## config.mk

```make
export PLATFORM = sky130hd
export DESIGN_NAME = shift_deserializer
export DESIGN_NICKNAME = d
export VERILOG_FILES = /design/src/rtl/shift_deserializer_pkg.sv /design/src/rtl/shift_bit_counter.sv /design/src/rtl/shift_deserializer.sv
export SDC_FILE = /design/constraint.sdc
export NUM_CORES = 1
export LEC_CHECK = 0
export CAP_MARGIN = 10
export CORE_AREA = 4 4 41 43
export CTS_BUF_LIST = sky130_fd_sc_hd__clkbuf_8
export DETAILED_ROUTE_END_ITERATION = 6
export DIE_AREA = 0 0 45 47
export PLACE_DENSITY = 0.74
export RECOVER_POWER = 25
export SYNTH_ARGS = -nofsm -noshare
export SYNTH_HDL_FRONTEND = slang
export SYNTH_SLANG_ARGS = --single-unit
```

## constraint.sdc

```tcl
create_clock -name clk -period 1.97 [get_ports clk]
set_clock_uncertainty 0.2 [all_clocks]
set_input_delay 0.591 -clock clk [delete_from_list [all_inputs] [get_ports clk]]
set_output_delay 0.591 -clock clk [all_outputs]
set_load 0.05 [all_outputs]
```

## src/rtl/shift_deserializer_pkg.sv

```systemverilog
// Shared types and constants for the serial-to-parallel deserializer.
package shift_deserializer_pkg;

   typedef enum logic {
      IDLE = 1'b0,
      RECV = 1'b1
   } state_t;

   localparam logic DIR_MSB_FIRST = 1'b0;
   localparam logic DIR_LSB_FIRST = 1'b1;

endpackage

```

## src/rtl/shift_bit_counter.sv

```systemverilog
// Modulo-WIDTH bit counter; tc flags the strobe that consumes the last bit of a word.
module shift_bit_counter #(
   parameter int WIDTH = 4
) (
   input  logic                     clk,
   input  logic                     reset,
   input  logic                     en,
   output logic [$clog2(WIDTH)-1:0] cnt,
   output logic                     tc
);

   localparam int CW = $clog2(WIDTH);
   localparam logic [CW-1:0] LAST = CW'(WIDTH - 1);

   assign tc = en && (cnt == LAST);

   always_ff @(posedge clk or posedge reset) begin
      if (reset)
         cnt <= '0;
      else if (tc)
         cnt <= '0;
      else if (en)
         cnt <= cnt + 1'b1;
   end

endmodule

```

## src/rtl/shift_deserializer.sv

```systemverilog
// Serial bit stream to WIDTH-bit words with a one-entry holding register,
// valid/ready handoff and a sticky overrun flag for dropped words.
module shift_deserializer
   import shift_deserializer_pkg::*;
#(
   parameter int WIDTH = 4
) (
   input  logic             clk,
   input  logic             reset,
   input  logic             sin,
   input  logic             sin_en,
   input  logic             dir,
   output logic [WIDTH-1:0] A,
   output logic             A_valid,
   input  logic             A_ready,
   output logic             busy,
   output logic             overrun
);

   state_t             state, state_nxt;
   logic [WIDTH-1:0]   sreg, sreg_nxt;
   logic               dir_q, dir_eff;
   logic [$clog2(WIDTH)-1:0] cnt;
   logic               done;

   shift_bit_counter #(.WIDTH(WIDTH)) u_cnt (
      .clk   (clk),
      .reset (reset),
      .en    (sin_en),
      .cnt   (cnt),
      .tc    (done)
   );

   // Direction is taken live only on the first bit; afterwards the latched copy rules.
   assign dir_eff  = (state == IDLE) ? dir : dir_q;
   assign sreg_nxt = (dir_eff == DIR_LSB_FIRST) ? {sin, sreg[WIDTH-1:1]}
                                                : {sreg[WIDTH-2:0], sin};
   assign busy     = (state == RECV);

   always_ff @(posedge clk or posedge reset) begin
      if (reset)
         state <= IDLE;
      else
         state <= state_nxt;
   end

   always_comb begin
      state_nxt = state;
      case (state)
         IDLE: if (sin_en) state_nxt = RECV;
         RECV: if (done)   state_nxt = IDLE;
         default:          state_nxt = IDLE;
      endcase
   end

   always_ff @(posedge clk or posedge reset) begin
      if (reset) begin
         sreg  <= '0;
         dir_q <= DIR_MSB_FIRST;
      end else if (sin_en) begin
         sreg <= sreg_nxt;
         if (state == IDLE) dir_q <= dir;
      end
   end

   always_ff @(posedge clk or posedge reset) begin
      if (reset) begin
         A       <= '0;
         A_valid <= 1'b0;
         overrun <= 1'b0;
      end else if (done) begin
         if (!A_valid || A_ready) begin
            A       <= sreg_nxt;
            A_valid <= 1'b1;
         end else begin
            overrun <= 1'b1;
         end
      end else if (A_valid && A_ready) begin
         A_valid <= 1'b0;
      end
   end

endmodule

```

==> reports/results.ini <==
[outcome]
status=finished, final reports clean

[worst_setup_path]
crit_top_cell=mux2i_1
crit_type=primary input to register
cp.arrival_ps=1840
path_max_fanout=3
cp.required_ps=1880
crit_chain=clkdlybuf4s50_1, mux2i_2, buf_4, mux2i_1, mux2i_1
max_stage_delay_ps=440
worst-path-buf-inv=2
critical_path.top_delay_family=buffers and inverters
slowest_stage=clkdlybuf4s50_1
critPathCaptureType=register
worstSetupStartpointType=primary input

[timing]
fin_hold_ws_ps=299.5
period_share_pct=97.97
finalMaxSlewViolations=0
tightestPinTransition_ps=495.7
slew_headroom_pct=66.96
hold_viol=0
finalWorstSetupSlack_ps=40.01
max_freq_mhz=518.1
timing.final.crit_period_ps=1930
setup_viol=0

[pwr]
peakVddDrop_uv=806.8
finalPower_mw=1.658
p_leak_nw=0.4302
power.density_nw_per_um2=1801

[floorplan]
rows=13
ios=13
start_util_pct=47.50
die_y_um=47
dieArea_um2=2115
core_area_um2=1301
chipWidth_um=45

[logic_synthesis]
synth-main-ff-cell=dfrtp_1
syn_nets=56
synth_seq_area_share_pct=56.68
synth_warnings=0
synth_area_leader_cell=dfrtp_1
synth.area.top_cells=dfrtp_1 57%, mux2i_1 11%, mux2_4 7.3%, mux2_2 3.6%, a21oi_1 2.4%
yosys-top-cells-count=14 x dfrtp_1, 7 x mux2i_1, 4 x inv_1
avgSynthCellArea_um2=12.61
ys_ff_latch=14
synth-edff-count=0
netlist_instances=49
synth_most_common_cell=dfrtp_1
netlist_area_um2=618.1
async_reset_ff_share_pct=100.0
ys_types=17
yosysTopAreaCellShare_pct=56.68

[placed_design]
place_inst=80
dp_hpwl_um=897
gp_congestion=0.6814
post-place-ws_ps=-171.9
port_buffers=12
placed_area_um2=865.8

[clock_tree]
root_buffer=clkbuf_8
clock_latency_ps=240
cts_setup_buffers=0
clk_pin_slew_ps=50
cts_buffers=3
cts_buffer_depth=2
cts_tree=built
cts_max_level=1
cts.sinks=14

[global_routing]
busiest_layer=met2
grt_max_degree=13
grt_usage_pct=13.86
grt-ovfl-total=0
grt_pass1_vias=450
use_met3_pct=5.364
antenna_found_initial=0
grt_first_pass_wirelength_um=1945
gr-usage-met1_pct=13.73
gr-usage-met2_pct=22.32

[min_path]
hold_class=register to register

[route]
antenna_left=0
wire_per_inst_um=14.24
wl_um=1196
drc=0
first_iter_violations=3
vias_per_cell=5.024
dr_total_vias=422
first_pass_iters=4

[final_layout]
drive_gt1_share_pct=36.23
diodes=0
nNetsFinal=77
fin_cells=84
area.growth.synth_to_final_pct=48.99
stdcell_area_um2=920.9

[flow_run]
drv_cap=0

## routing by layer
layer / share of wire, % / routed length [µm]
met3: 5.0 / 60
met2: 53 / 631
met4: 2.2 / 26
met1: 40 / 478
met5: 0 / 0
## stage by stage
stage | setup TNS [ps] | utilization (%)
6_report | 0 | 70.77
5_1_grt | -8.070 | 70.77
4_1_cts | 0 | 70.77
3_5_place_dp | -1136 | 66.54
3_3_place_gp | -844.5 | 66.54
2_1_floorplan | 0 | -
## worst reg2reg max path, stage by stage (launching register included)
cell and delay (ps):
dfrtp_2 430, mux2i_2 290, buf_4 190, mux2i_1 280, mux2i_1 110
## flip-flops by register name, summed over array words and instances, names as in the netlist
signal	flops
overrun	1
dir_q	1
A_valid	1
A	4
u_cnt.cnt	2
busy	1
sreg	4
## report_power, final
group / switching [mW] / total, mW / internal [mW]
sequential: 0.122 / 0.540 / 0.418
combinational: 0.394 / 0.846 / 0.452
clock: 0.0957 / 0.273 / 0.177
total: 0.612 / 1.66 / 1.05
## logic make-up (layout without fill, tap and decap cells)
kind of cell	after synthesis	after routing	synth area share, %
and+or+nand+nor	10	10	8.300
AOI/OAI and AO/OA	5	5	4.858
adders and majority gates	1	1	2.024
muxes	13	13	24.49
DFF	14	14	56.68
buffers and inverters	6	26	3.643
## layout by cell type (no fill, tap or decap)
cell	Yosys	final
a21oi_1	3	3
and2b_2	1	1
buf_12	0	7
buf_4	0	5
clkbuf_1	2	1
clkbuf_8	0	4
clkdlybuf4s50_1	0	4
dfrtp_1	14	13
dfrtp_2	0	1
dlygate4sd3_1	0	1
ha_1	1	1
inv_1	4	4
mux2_2	2	2
mux2_4	3	3
mux2i_1	7	6
mux2i_2	1	2
nand2_1	2	2
nand2b_1	2	2
nand3_1	1	1
nor2_1	3	3
nor2b_1	1	1
o21a_1	1	1
o21bai_1	1	1
## timing repair
action / 4_1_cts / 5_1_grt
hold buffers: 0 / 0
gates resized for setup: 0 / 1
setup endpoints to repair: 0 / 2
## worst paths after layout
kind                              start            to  slack (ps)  depth (start not counted)
min reg2reg                u_cnt.cnt[0]  u_cnt.cnt[0]         300                          1
max in group asynchronous         reset       sreg[0]         380                          3
max                                 dir          A[0]          40                          5
min in group asynchronous         reset         dir_q         490                          2
max reg2reg                        busy          A[0]         350                          4
min                        u_cnt.cnt[0]  u_cnt.cnt[0]         300                          1
## final cells by class
cell class / count / area, µm²
timing repair buffer: 18 / 231.5
fill: 94 / 380.4
tap: 15 / 18.77
clock buffer: 4 / 55.05
multi-input combinational: 29 / 249.0
inverter: 4 / 15.01
sequential: 14 / 351.6
No activity file was read; power rests on OpenSTA's default activity.
